$ cat config.mk
export PLATFORM = sky130hd
export DESIGN_NAME = int_pend_ctrl_flat
export DESIGN_NICKNAME = d
export VERILOG_FILES = /design/src/rtl/int_pend_pkg.sv /design/src/rtl/int_pend_ctrl_if.sv /design/src/rtl/int_src_fsm.sv /design/src/rtl/int_pend_ctrl.sv /design/src/flat_wrapper.sv
export SDC_FILE = /design/constraint.sdc
export NUM_CORES = 1
export LEC_CHECK = 0
export BUFFER_PORTS_ARGS = -buffer_cell sky130_fd_sc_hd__buf_4
export CELL_PAD_IN_SITES_DETAIL_PLACEMENT = 1
export CELL_PAD_IN_SITES_GLOBAL_PLACEMENT = 1
export CORE_ASPECT_RATIO = 1.5
export CORE_MARGIN = 8
export CORE_UTILIZATION = 46
export DETAILED_ROUTE_END_ITERATION = 7
export GPL_ROUTABILITY_DRIVEN = 0
export PLACE_DENSITY = 0.93
export SLEW_MARGIN = 15
export SYNTH_ARGS = -nofsm -noshare
export SYNTH_HDL_FRONTEND = slang
export SYNTH_SLANG_ARGS = --single-unit
export TNS_END_PERCENT = 50
$ cat constraint.sdc
create_clock -name clk100 -period 3.9 [get_ports clk100]
set_input_delay 0.39 -clock clk100 [delete_from_list [all_inputs] [get_ports clk100]]
set_output_delay 0.39 -clock clk100 [all_outputs]
set_load 0.01 [all_outputs]
$ cat src/rtl/int_pend_pkg.sv
// int_pend_pkg: shared FSM state encoding and parameter defaults for the interrupt pending controller
package int_pend_pkg;
  typedef enum logic [1:0] {S_IDLE, S_ASSERTED, S_HOLDOFF} state_t;
  localparam int DEF_NUM_SRC = 3;
  localparam int DEF_CNT_W   = 32;
  localparam int DEF_HOLDOFF = 4;
endpackage

$ cat src/rtl/int_pend_ctrl_if.sv
// int_pend_ctrl_if: software/source-side request, control and status bundle of the interrupt pending controller
interface int_pend_ctrl_if
  import int_pend_pkg::*;
#(
  parameter int NUM_SRC = DEF_NUM_SRC,
  parameter int CNT_W   = DEF_CNT_W
);
  logic [NUM_SRC-1:0]       src_i;
  logic [NUM_SRC-1:0]       en_i;
  logic [NUM_SRC-1:0]       route_i;
  logic [NUM_SRC-1:0]       clr_i;
  logic [NUM_SRC-1:0]       cnt_clr_i;
  logic [3:0]               fiq_o;
  logic [3:0]               irq_o;
  logic [NUM_SRC-1:0]       pend_o;
  logic [NUM_SRC-1:0]       ovr_o;
  logic [NUM_SRC*CNT_W-1:0] cnt_o;
  modport master (
    output src_i, en_i, route_i, clr_i, cnt_clr_i,
    input  fiq_o, irq_o, pend_o, ovr_o, cnt_o
  );
  modport slave (
    input  src_i, en_i, route_i, clr_i, cnt_clr_i,
    output fiq_o, irq_o, pend_o, ovr_o, cnt_o
  );
endinterface

$ cat src/rtl/int_src_fsm.sv
// int_src_fsm: per-source edge capture (armed one clock after reset so a level already high is not an event), pending FSM with holdoff, saturating event counter and sticky overrun
module int_src_fsm
  import int_pend_pkg::*;
#(
  parameter int CNT_W   = DEF_CNT_W,
  parameter int HOLDOFF = DEF_HOLDOFF
) (
  input  logic             clk100,
  input  logic             rstn,
  input  logic             src_i,
  input  logic             en_i,
  input  logic             clr_i,
  input  logic             cnt_clr_i,
  output logic             pend_o,
  output logic             ovr_o,
  output logic [CNT_W-1:0] cnt_o
);
  localparam int HW = $clog2(HOLDOFF + 1);
  state_t           state_q, state_d;
  logic             src_q, arm_q, lp_q, lp_d, ovr_q, ovr_d, pend_q, pend_d, ev;
  logic [HW-1:0]    hcnt_q, hcnt_d;
  logic [CNT_W-1:0] cnt_q, cnt_d;
  always_comb begin
    ev      = src_i & ~src_q & arm_q & en_i;
    state_d = state_q;
    hcnt_d  = hcnt_q;
    lp_d    = lp_q;
    case (state_q)
      S_IDLE:     state_d = ev ? S_ASSERTED : S_IDLE;
      S_ASSERTED: if (clr_i) begin
        state_d = S_HOLDOFF;
        hcnt_d  = HW'(HOLDOFF - 1);
        lp_d    = ev;
      end
      S_HOLDOFF:  if (hcnt_q == '0) begin
        state_d = (lp_q | ev) ? S_ASSERTED : S_IDLE;
        lp_d    = 1'b0;
      end else begin
        hcnt_d  = hcnt_q - 1'b1;
        lp_d    = lp_q | ev;
      end
      default:    state_d = S_IDLE;
    endcase
    ovr_d  = cnt_clr_i ? 1'b0 : ovr_q | (state_q == S_ASSERTED && ev && !clr_i);
    cnt_d  = cnt_clr_i ? CNT_W'(ev) : (ev && !(&cnt_q)) ? cnt_q + 1'b1 : cnt_q;
    pend_d = state_q == S_ASSERTED && en_i;
  end
  always_ff @(posedge clk100 or negedge rstn)
    if (!rstn) begin
      state_q <= S_IDLE;
      src_q   <= 1'b0;
      arm_q   <= 1'b0;
      lp_q    <= 1'b0;
      hcnt_q  <= '0;
      cnt_q   <= '0;
      ovr_q   <= 1'b0;
      pend_q  <= 1'b0;
    end else begin
      state_q <= state_d;
      src_q   <= src_i;
      arm_q   <= 1'b1;
      lp_q    <= lp_d;
      hcnt_q  <= hcnt_d;
      cnt_q   <= cnt_d;
      ovr_q   <= ovr_d;
      pend_q  <= pend_d;
    end
  assign pend_o = pend_q;
  assign ovr_o  = ovr_q;
  assign cnt_o  = cnt_q;
endmodule

$ cat src/rtl/int_pend_ctrl.sv
// int_pend_ctrl: per-source pending FSMs merged into registered GIC FIQ/IRQ lines by software routing
module int_pend_ctrl
  import int_pend_pkg::*;
#(
  parameter int NUM_SRC = DEF_NUM_SRC,
  parameter int CNT_W   = DEF_CNT_W,
  parameter int HOLDOFF = DEF_HOLDOFF
) (
  input logic             clk100,
  input logic             rstn,
  int_pend_ctrl_if.slave  bus
);
  logic [NUM_SRC-1:0]       pend, ovr;
  logic [NUM_SRC*CNT_W-1:0] cnt;
  logic                     fiq_q, fiq_d, irq_q, irq_d;
  for (genvar i = 0; i < NUM_SRC; i++) begin : g_src
    int_src_fsm #(.CNT_W(CNT_W), .HOLDOFF(HOLDOFF)) u_src (
      .clk100    (clk100),
      .rstn      (rstn),
      .src_i     (bus.src_i[i]),
      .en_i      (bus.en_i[i]),
      .clr_i     (bus.clr_i[i]),
      .cnt_clr_i (bus.cnt_clr_i[i]),
      .pend_o    (pend[i]),
      .ovr_o     (ovr[i]),
      .cnt_o     (cnt[i*CNT_W +: CNT_W])
    );
  end
  always_comb begin
    fiq_d = |(pend & bus.route_i);
    irq_d = |(pend & ~bus.route_i);
  end
  always_ff @(posedge clk100 or negedge rstn)
    if (!rstn) begin
      fiq_q <= 1'b0;
      irq_q <= 1'b0;
    end else begin
      fiq_q <= fiq_d;
      irq_q <= irq_d;
    end
  assign bus.fiq_o  = {3'b000, fiq_q};
  assign bus.irq_o  = {3'b000, irq_q};
  assign bus.pend_o = pend;
  assign bus.ovr_o  = ovr;
  assign bus.cnt_o  = cnt;
endmodule

$ cat src/flat_wrapper.sv
// flat-port wrapper written by rule: the top's interface ports become plain ports
module int_pend_ctrl_flat import int_pend_pkg::*;
#(
  parameter int NUM_SRC = DEF_NUM_SRC,
  parameter int CNT_W   = DEF_CNT_W,
  parameter int HOLDOFF = DEF_HOLDOFF
)
  (clk100, rstn, bus_src_i, bus_en_i, bus_route_i, bus_clr_i, bus_cnt_clr_i, bus_fiq_o, bus_irq_o, bus_pend_o, bus_ovr_o, bus_cnt_o);
  int_pend_ctrl_if #(.NUM_SRC(NUM_SRC), .CNT_W(CNT_W)) bus_i ();
  input logic clk100;
  input logic rstn;
  input wire logic [$bits(bus_i.src_i)-1:0] bus_src_i;
  input wire logic [$bits(bus_i.en_i)-1:0] bus_en_i;
  input wire logic [$bits(bus_i.route_i)-1:0] bus_route_i;
  input wire logic [$bits(bus_i.clr_i)-1:0] bus_clr_i;
  input wire logic [$bits(bus_i.cnt_clr_i)-1:0] bus_cnt_clr_i;
  output wire logic [$bits(bus_i.fiq_o)-1:0] bus_fiq_o;
  output wire logic [$bits(bus_i.irq_o)-1:0] bus_irq_o;
  output wire logic [$bits(bus_i.pend_o)-1:0] bus_pend_o;
  output wire logic [$bits(bus_i.ovr_o)-1:0] bus_ovr_o;
  output wire logic [$bits(bus_i.cnt_o)-1:0] bus_cnt_o;
  assign bus_i.src_i = bus_src_i;
  assign bus_i.en_i = bus_en_i;
  assign bus_i.route_i = bus_route_i;
  assign bus_i.clr_i = bus_clr_i;
  assign bus_i.cnt_clr_i = bus_cnt_clr_i;
  assign bus_fiq_o = bus_i.fiq_o;
  assign bus_irq_o = bus_i.irq_o;
  assign bus_pend_o = bus_i.pend_o;
  assign bus_ovr_o = bus_i.ovr_o;
  assign bus_cnt_o = bus_i.cnt_o;
  int_pend_ctrl #(.NUM_SRC(NUM_SRC), .CNT_W(CNT_W), .HOLDOFF(HOLDOFF)) u_core (.clk100(clk100), .rstn(rstn), .bus(bus_i));
endmodule
* After elaboration in Yosys (flattened, before gate mapping)
Index checks and enable logic that the tools add are counted.
Widths: inputs -> output; s select.
** Operators by class
- Add/subtract/negate cells :: 6
- Multiply operators :: 0
- Div/mod/pow operators :: 0
- Magnitude comparators :: 0
- Equality and inequality tests :: 15
- Shifts and indexed selects :: 0
- Multiplexer cells :: 42
- Bitwise gates (word level) :: 21
- Reduce and logical (&&, ||, !) cells :: 44
** Operators by type and width (count)
- $mux 32 :: 6
- $add 32x1->32 const B :: 3
- $reduce_and 32->1 :: 3
- $mux 3 :: 6
- $ne 2x2->1 const B :: 9
- $pmux 2 s3 :: 3
- $pmux 3 s2 :: 3
- $mux 1 :: 15
- $logic_and 1x1->1 :: 12
- $mux 2 :: 6
- $reduce_and 2->1 :: 6
- $reduce_bool 2->1 :: 6
- $and 1x1->1 :: 9
- $logic_not 3->1 :: 3
- $reduce_and 3->1 :: 3
- $sub 3x1->3 const B :: 3
- $and 3x3->3 :: 2
- $eq 2x1->1 const B :: 3
- $eq 2x2->1 const B :: 3
- $logic_not 1->1 :: 6
- $logic_not 2->1 :: 3
- $or 1x1->1 :: 6
- $pmux 1 s2 :: 3
- $reduce_or 3->1 :: 2
- other kinds (2) :: 4
** Storage, ports and cells
- Flip-flop bits (word level) :: 126
- Bits in latches :: 0
- Bits in writable memories :: 0
- Bits in read-only memories :: 0
- Bits of input ports :: 17
- Output and inout port bits :: 110
- Logic and storage cells :: 152
- Memories kept :: 0

* Longest topological paths before layout
- Word-level depth :: 8
- Mapped depth :: 8
- Mapped depth without buffers :: 7

* Modules after synthesis
Synthesis repeated with hierarchy kept, for this count alone.
** Unflattened totals
- Cell total of the unflattened synthesis :: 767
- Area total of the unflattened synthesis :: 7069.3 µm²
** By module, submodules not included
- int_src_fsm :: times used 3, cells an instance 250, area an instance 2306.0 µm², sequential area each 1051.0 µm²
- int_pend_ctrl :: times used 1, cells an instance 17, area an instance 151.4 µm², sequential area each 50.0 µm²

* Least setup slack after synthesis
Ideal clock, no wire load.
- Kind :: register to register
- Start point :: reg u_core.g_src[0].u_src.cnt_q[15]
- End point :: reg u_core.g_src[0].u_src.cnt_q[24]
- Library setup time :: 78 ps
- Arrival :: 2060 ps
- Data required time :: 3822 ps
- Path slack :: 1762 ps
- Stages on the path, launching flop included :: 7
- Path buffers :: 1
- Period minus slack after synthesis :: 2138 ps
- Cells stage by stage :: dfrtp_1 nand4_2 or3_1 buf_6 or4_4 or3_1 a21oi_1
** On the way
- Longest elaborated chain between the ends :: 4
- Elaborated cells on any way between the ends :: 7
- Classes of those cells :: 1 x add/sub; 2 x mux; 4 x reduce/logical
** Ends and longest elaborated chain
- start: declaration :: RTL line int_src_fsm.sv:22 : logic [CNT_W-1:0] cnt_q, cnt_d;
- start signal: assignment :: RTL line int_src_fsm.sv:64 : cnt_q <= cnt_d;
- parallel branches: the longest is 4 deep, another holds $add 32x1->32
Parallel ways; which one is timed is not known. The select of a mux whose other input is x is not followed.
A chain may end at the register's enable or synchronous reset.

==> impl_metrics.py <==
metrics = {
    "run_status": {
        "status": "finished clean",
    },
    "cts": {
        "cts_root_buf": "clkbuf_16",
        "clock-sinks": 126,
        "ctsHoldBuffers": 0,
        "cts_buffers": 17,
        "cts_tree": "done",
        "clockBufferDepth": 2,
        "clkTransAtPathRegs_ns": 0.06,
        "cts.htree.levels": 4,
        "post-cts-setup-buffers": 0,
        "insertion_delay_ns": 0.42,
        "cts-resized-gates": 0,
    },
    "floorplan": {
        "num_rows": 54,
        "pin_count": 127,
        "die_h_um": 165,
        "die_area_sq_um": 19100,
        "die_width_um": 116,
        "core_area_sq_um": 14500,
        "initial_utilization_pct": 47.1,
    },
    "yosys": {
        "synth_edf_count": 0,
        "synth_top_area_cell": "dfrtp_1",
        "synth-main-ff-cell": "dfrtp_1",
        "synthTopCellsByCount": "dfrtp_1 (126), a21oi_1 (79), nor2_1 (51), o21ai_0 (48), or3_1 (43)",
        "synth_cell_types": 66,
        "synth-seq-area-share_pct": 46.0,
        "synth_top_cell_area_share_pct": 46.0,
        "syn_area_sq_um": 6850,
        "ys_ff_latch": 126,
        "synthTopCellsByArea": "dfrtp_1 (46%), a21oi_1 (5.8%), or3_1 (3.9%)",
        "ys_warn_count": 0,
        "syn_area_per_cell_sq_um": 9.22,
        "ys_async_sr_fraction_pct": 100,
        "synthCells": 743,
        "yosysMostFrequentCell": "dfrtp_1",
    },
    "critical_path": {
        "cpMaxStageDelayCell": "a2111oi_0",
        "crit_buf_inv": 0,
        "rrSetupSlack_ns": 1.34,
        "start_kind": "flip-flop",
        "cp.arrival_ns": 2.85,
        "worstSetupEndpointType": "flip-flop",
        "cpLargestDelayFamily": "simple AND/OR/NAND/NOR gates",
        "cp_data_required_time_ns": 4.19,
        "critPathCapture": "u_core.g_src[2].u_src.cnt_o[14]$_DFFE_PN0P_",
        "path_cells": "and4b_1, nand4_1, a2111oi_0, xnor2_1, nor2_1",
        "max_stage_delay_ns": 0.74,
        "r2r_end": "u_core.g_src[2].u_src.cnt_o[14]$_DFFE_PN0P_",
        "rr_startpoint": "u_core.g_src[0].u_src.arm_q$_DFF_PN0_",
        "r2r_cells": 5,
        "crit_cells": 5,
        "critPathMaxFanout": 12,
        "critPathKind": "reg -> reg",
        "critPathLaunch": "u_core.g_src[0].u_src.arm_q$_DFF_PN0_",
    },
    "sta": {
        "skew_ns": 0.0103,
        "min_period_over_period_pct": 65.6,
        "slew-limit-headroom_pct": 29.8,
        "setup_viol": 0,
        "slew_violations": 0,
        "hold_violations": 0,
        "tns_ns": 0,
        "worst_slew_pin_slew_ns": 1.04,
        "rsz0062_at_grt": "false",
        "fmax_ghz": 0.391,
        "period_minus_slack_ns": 2.56,
    },
    "finish": {
        "drive_above_1_share_pct": 19.9,
        "diodes": 0,
        "seqCellArea_sq_um": 3150,
        "multi_input_comb_area_sq_um": 3380,
        "final_util_pct": 58.0,
        "synthToLayoutAreaGrowth_pct": 23.0,
        "nets": 874,
        "fillCellCount": 1656,
    },
    "power_and_ir_drop": {
        "p_sw_share_pct": 25.0,
        "ir_worst_vdd_mv": 0.234,
        "p_int_mw": 2.55,
        "seqPwrFrac_pct": 42.8,
        "p_leak_nw": 3.53,
        "p_sw_mw": 0.848,
        "p_clk_share_pct": 47.3,
        "pwr_density_cell_nw_per_um2": 403,
        "pwr-share-comb_pct": 9.9,
    },
    "drt": {
        "wl_mm": 21.4,
        "drc_errors": 0,
        "dr.first_iter.drc_count": 533,
        "drt_pass1_iterations": 4,
        "via_per_inst": 6.10,
        "wl_per_cell_um": 20.3,
        "via_count": 6442,
        "ant_nets": 0,
    },
    "min_path": {
        "hold_path_class": "in -> reg",
    },
    "global_route": {
        "grt_max_degree": 78,
        "grt_pass1_wl_mm": 35.7,
        "gr-total-overflow": 0,
        "grt_antenna_before_repair": 0,
        "grtUsageTotal_pct": 23.3,
        "grt_pass1_vias": 7132,
    },
    "placement": {
        "hpwl_mm": 14.9,
        "io_buffers": 120,
    },
    "run": {
        "cap_violations": 0,
    },
}
## per-stage QoR
| stage | hold slack (ns) | total power [mW] | setup slack (ns) | std cells | area, sq um |
|---|---|---|---|---|---|
| 2_1_floorplan | 0.0944 | 1.68 | 1.76 | 748 | 6870 |
| 3_5_place_dp | 0.480 | 1.81 | 1.44 | 1025 | 7830 |
| 4_1_cts | 0.0793 | 3.43 | 1.30 | 1056 | 8420 |
| 5_1_grt | 0.0891 | 3.52 | 1.16 | 1056 | 8420 |
| 3_3_place_gp | 0.452 | 1.76 | 1.58 | 1025 | 7830 |
| 6_report | 0.0965 | 3.39 | 1.34 | 1056 | 8420 |
## worst min-delay path by stage
| stage | start | endpoint | slack [ns] | cells past startpoint |
|---|---|---|---|---|
| 2_1_floorplan | rstn | u_core.fiq_q$_DFF_PN0_ | 0.09 | 0 |
| 3_3_place_gp | u_core.g_src[0].u_src.hcnt_q[0]$_DFFE_PN0P_ | u_core.g_src[0].u_src.hcnt_q[0]$_DFFE_PN0P_ | 0.45 | 1 |
| 3_5_place_dp | u_core.g_src[0].u_src.hcnt_q[0]$_DFFE_PN0P_ | u_core.g_src[0].u_src.hcnt_q[0]$_DFFE_PN0P_ | 0.48 | 1 |
| 4_1_cts | bus_src_i[2] | u_core.g_src[2].u_src.src_q$_DFF_PN0_ | 0.08 | 1 |
| 5_1_grt | bus_src_i[2] | u_core.g_src[2].u_src.src_q$_DFF_PN0_ | 0.09 | 1 |
| 6_report | bus_src_i[2] | u_core.g_src[2].u_src.src_q$_DFF_PN0_ | 0.1 | 1 |
## sequential cells by signal, summed over array words and instances, names as in the netlist
signal,count
u_core.g_src.u_src.pend_o,3
u_core.g_src.u_src.state_q,6
u_core.irq_q,1
u_core.g_src.u_src.lp_q,3
u_core.g_src.u_src.hcnt_q,9
u_core.fiq_q,1
u_core.g_src.u_src.src_q,3
u_core.g_src.u_src.cnt_o,96
u_core.g_src.u_src.arm_q,1
u_core.g_src.u_src.ovr_o,3
## power by group through the flow
stage	Clock, mW	Combinational (mW)	Sequential (mW)
after floorplan	0	0.238	1.44
after global placement	0	0.302	1.46
after detailed placement	0	0.338	1.47
after CTS	1.63	0.343	1.45
after global routing	1.68	0.380	1.46
final	1.60	0.338	1.45
## cells in the final DEF, fill, tap and decap left out, drive strengths merged, types with 4 or more instances in the layout
| master | synthesis | layout |
|---|---|---|
| nor3b | 4 | 4 |
| and4 | 17 | 17 |
| nand2b | 10 | 10 |
| nand4 | 28 | 28 |
| and3 | 10 | 10 |
| buf | 21 | 124 |
| inv | 27 | 27 |
| and2 | 8 | 8 |
| or4 | 18 | 18 |
| nand2 | 41 | 41 |
| a31oi | 7 | 7 |
| ha | 9 | 9 |
| mux2i | 5 | 5 |
| clkbuf | 22 | 26 |
| xor2 | 5 | 5 |
| conb | 2 | 7 |
| o21ai | 48 | 48 |
| xnor2 | 12 | 12 |
| or3 | 45 | 45 |
| nand3 | 33 | 33 |
| dfrtp | 126 | 126 |
| o31ai | 19 | 19 |
| and4b | 4 | 4 |
| nor2b | 9 | 9 |
| nor4 | 13 | 13 |
| mux2 | 5 | 5 |
| nand3b | 4 | 4 |
| a21oi | 79 | 79 |
| nor2 | 51 | 51 |
| nor3 | 14 | 14 |
## kinds of logic after synthesis
kind of cell               Yosys count  synth area share [%]
muxes                               10                  1.55
buffers and inverters               70                  4.81
AOI/OAI and AO/OA                  191                  17.0
DFF                                126                  46.0
other                                2                 0.110
and+or+nand+nor                    318                  26.7
adders and majority gates            9                  1.64
xor gates and xnor gates            17                  2.17
## layer usage
metal  routed length, um  vias up  global-route usage (%)
met2               11700      161                    42.7
met4                 544        0                    9.89
met3                 961       45                    5.72
li1                    -     2967                       -
met1                8220     3269                    24.8
met5                   0        -                       0
## worst register-to-register path, stage by stage, from the launching register on
cell       delay [ns]
dfrtp_1          0.42
and4b_1          0.46
nand4_1          0.55
a2111oi_0        0.74
xnor2_1          0.20
nor2_1           0.06
## final cells by class
| class | instances | share of cell area, % |
|---|---|---|
| multi-input cells | 552 | 40.2 |
| flip-flops and latches | 126 | 37.4 |
| repair buffers | 124 | 11.2 |
| clock buffers | 26 | 6.16 |
| well taps | 196 | 2.91 |
| inverters | 27 | 1.20 |
| clock inverters | 5 | 0.921 |
Power figures use the tool's default switching activity.
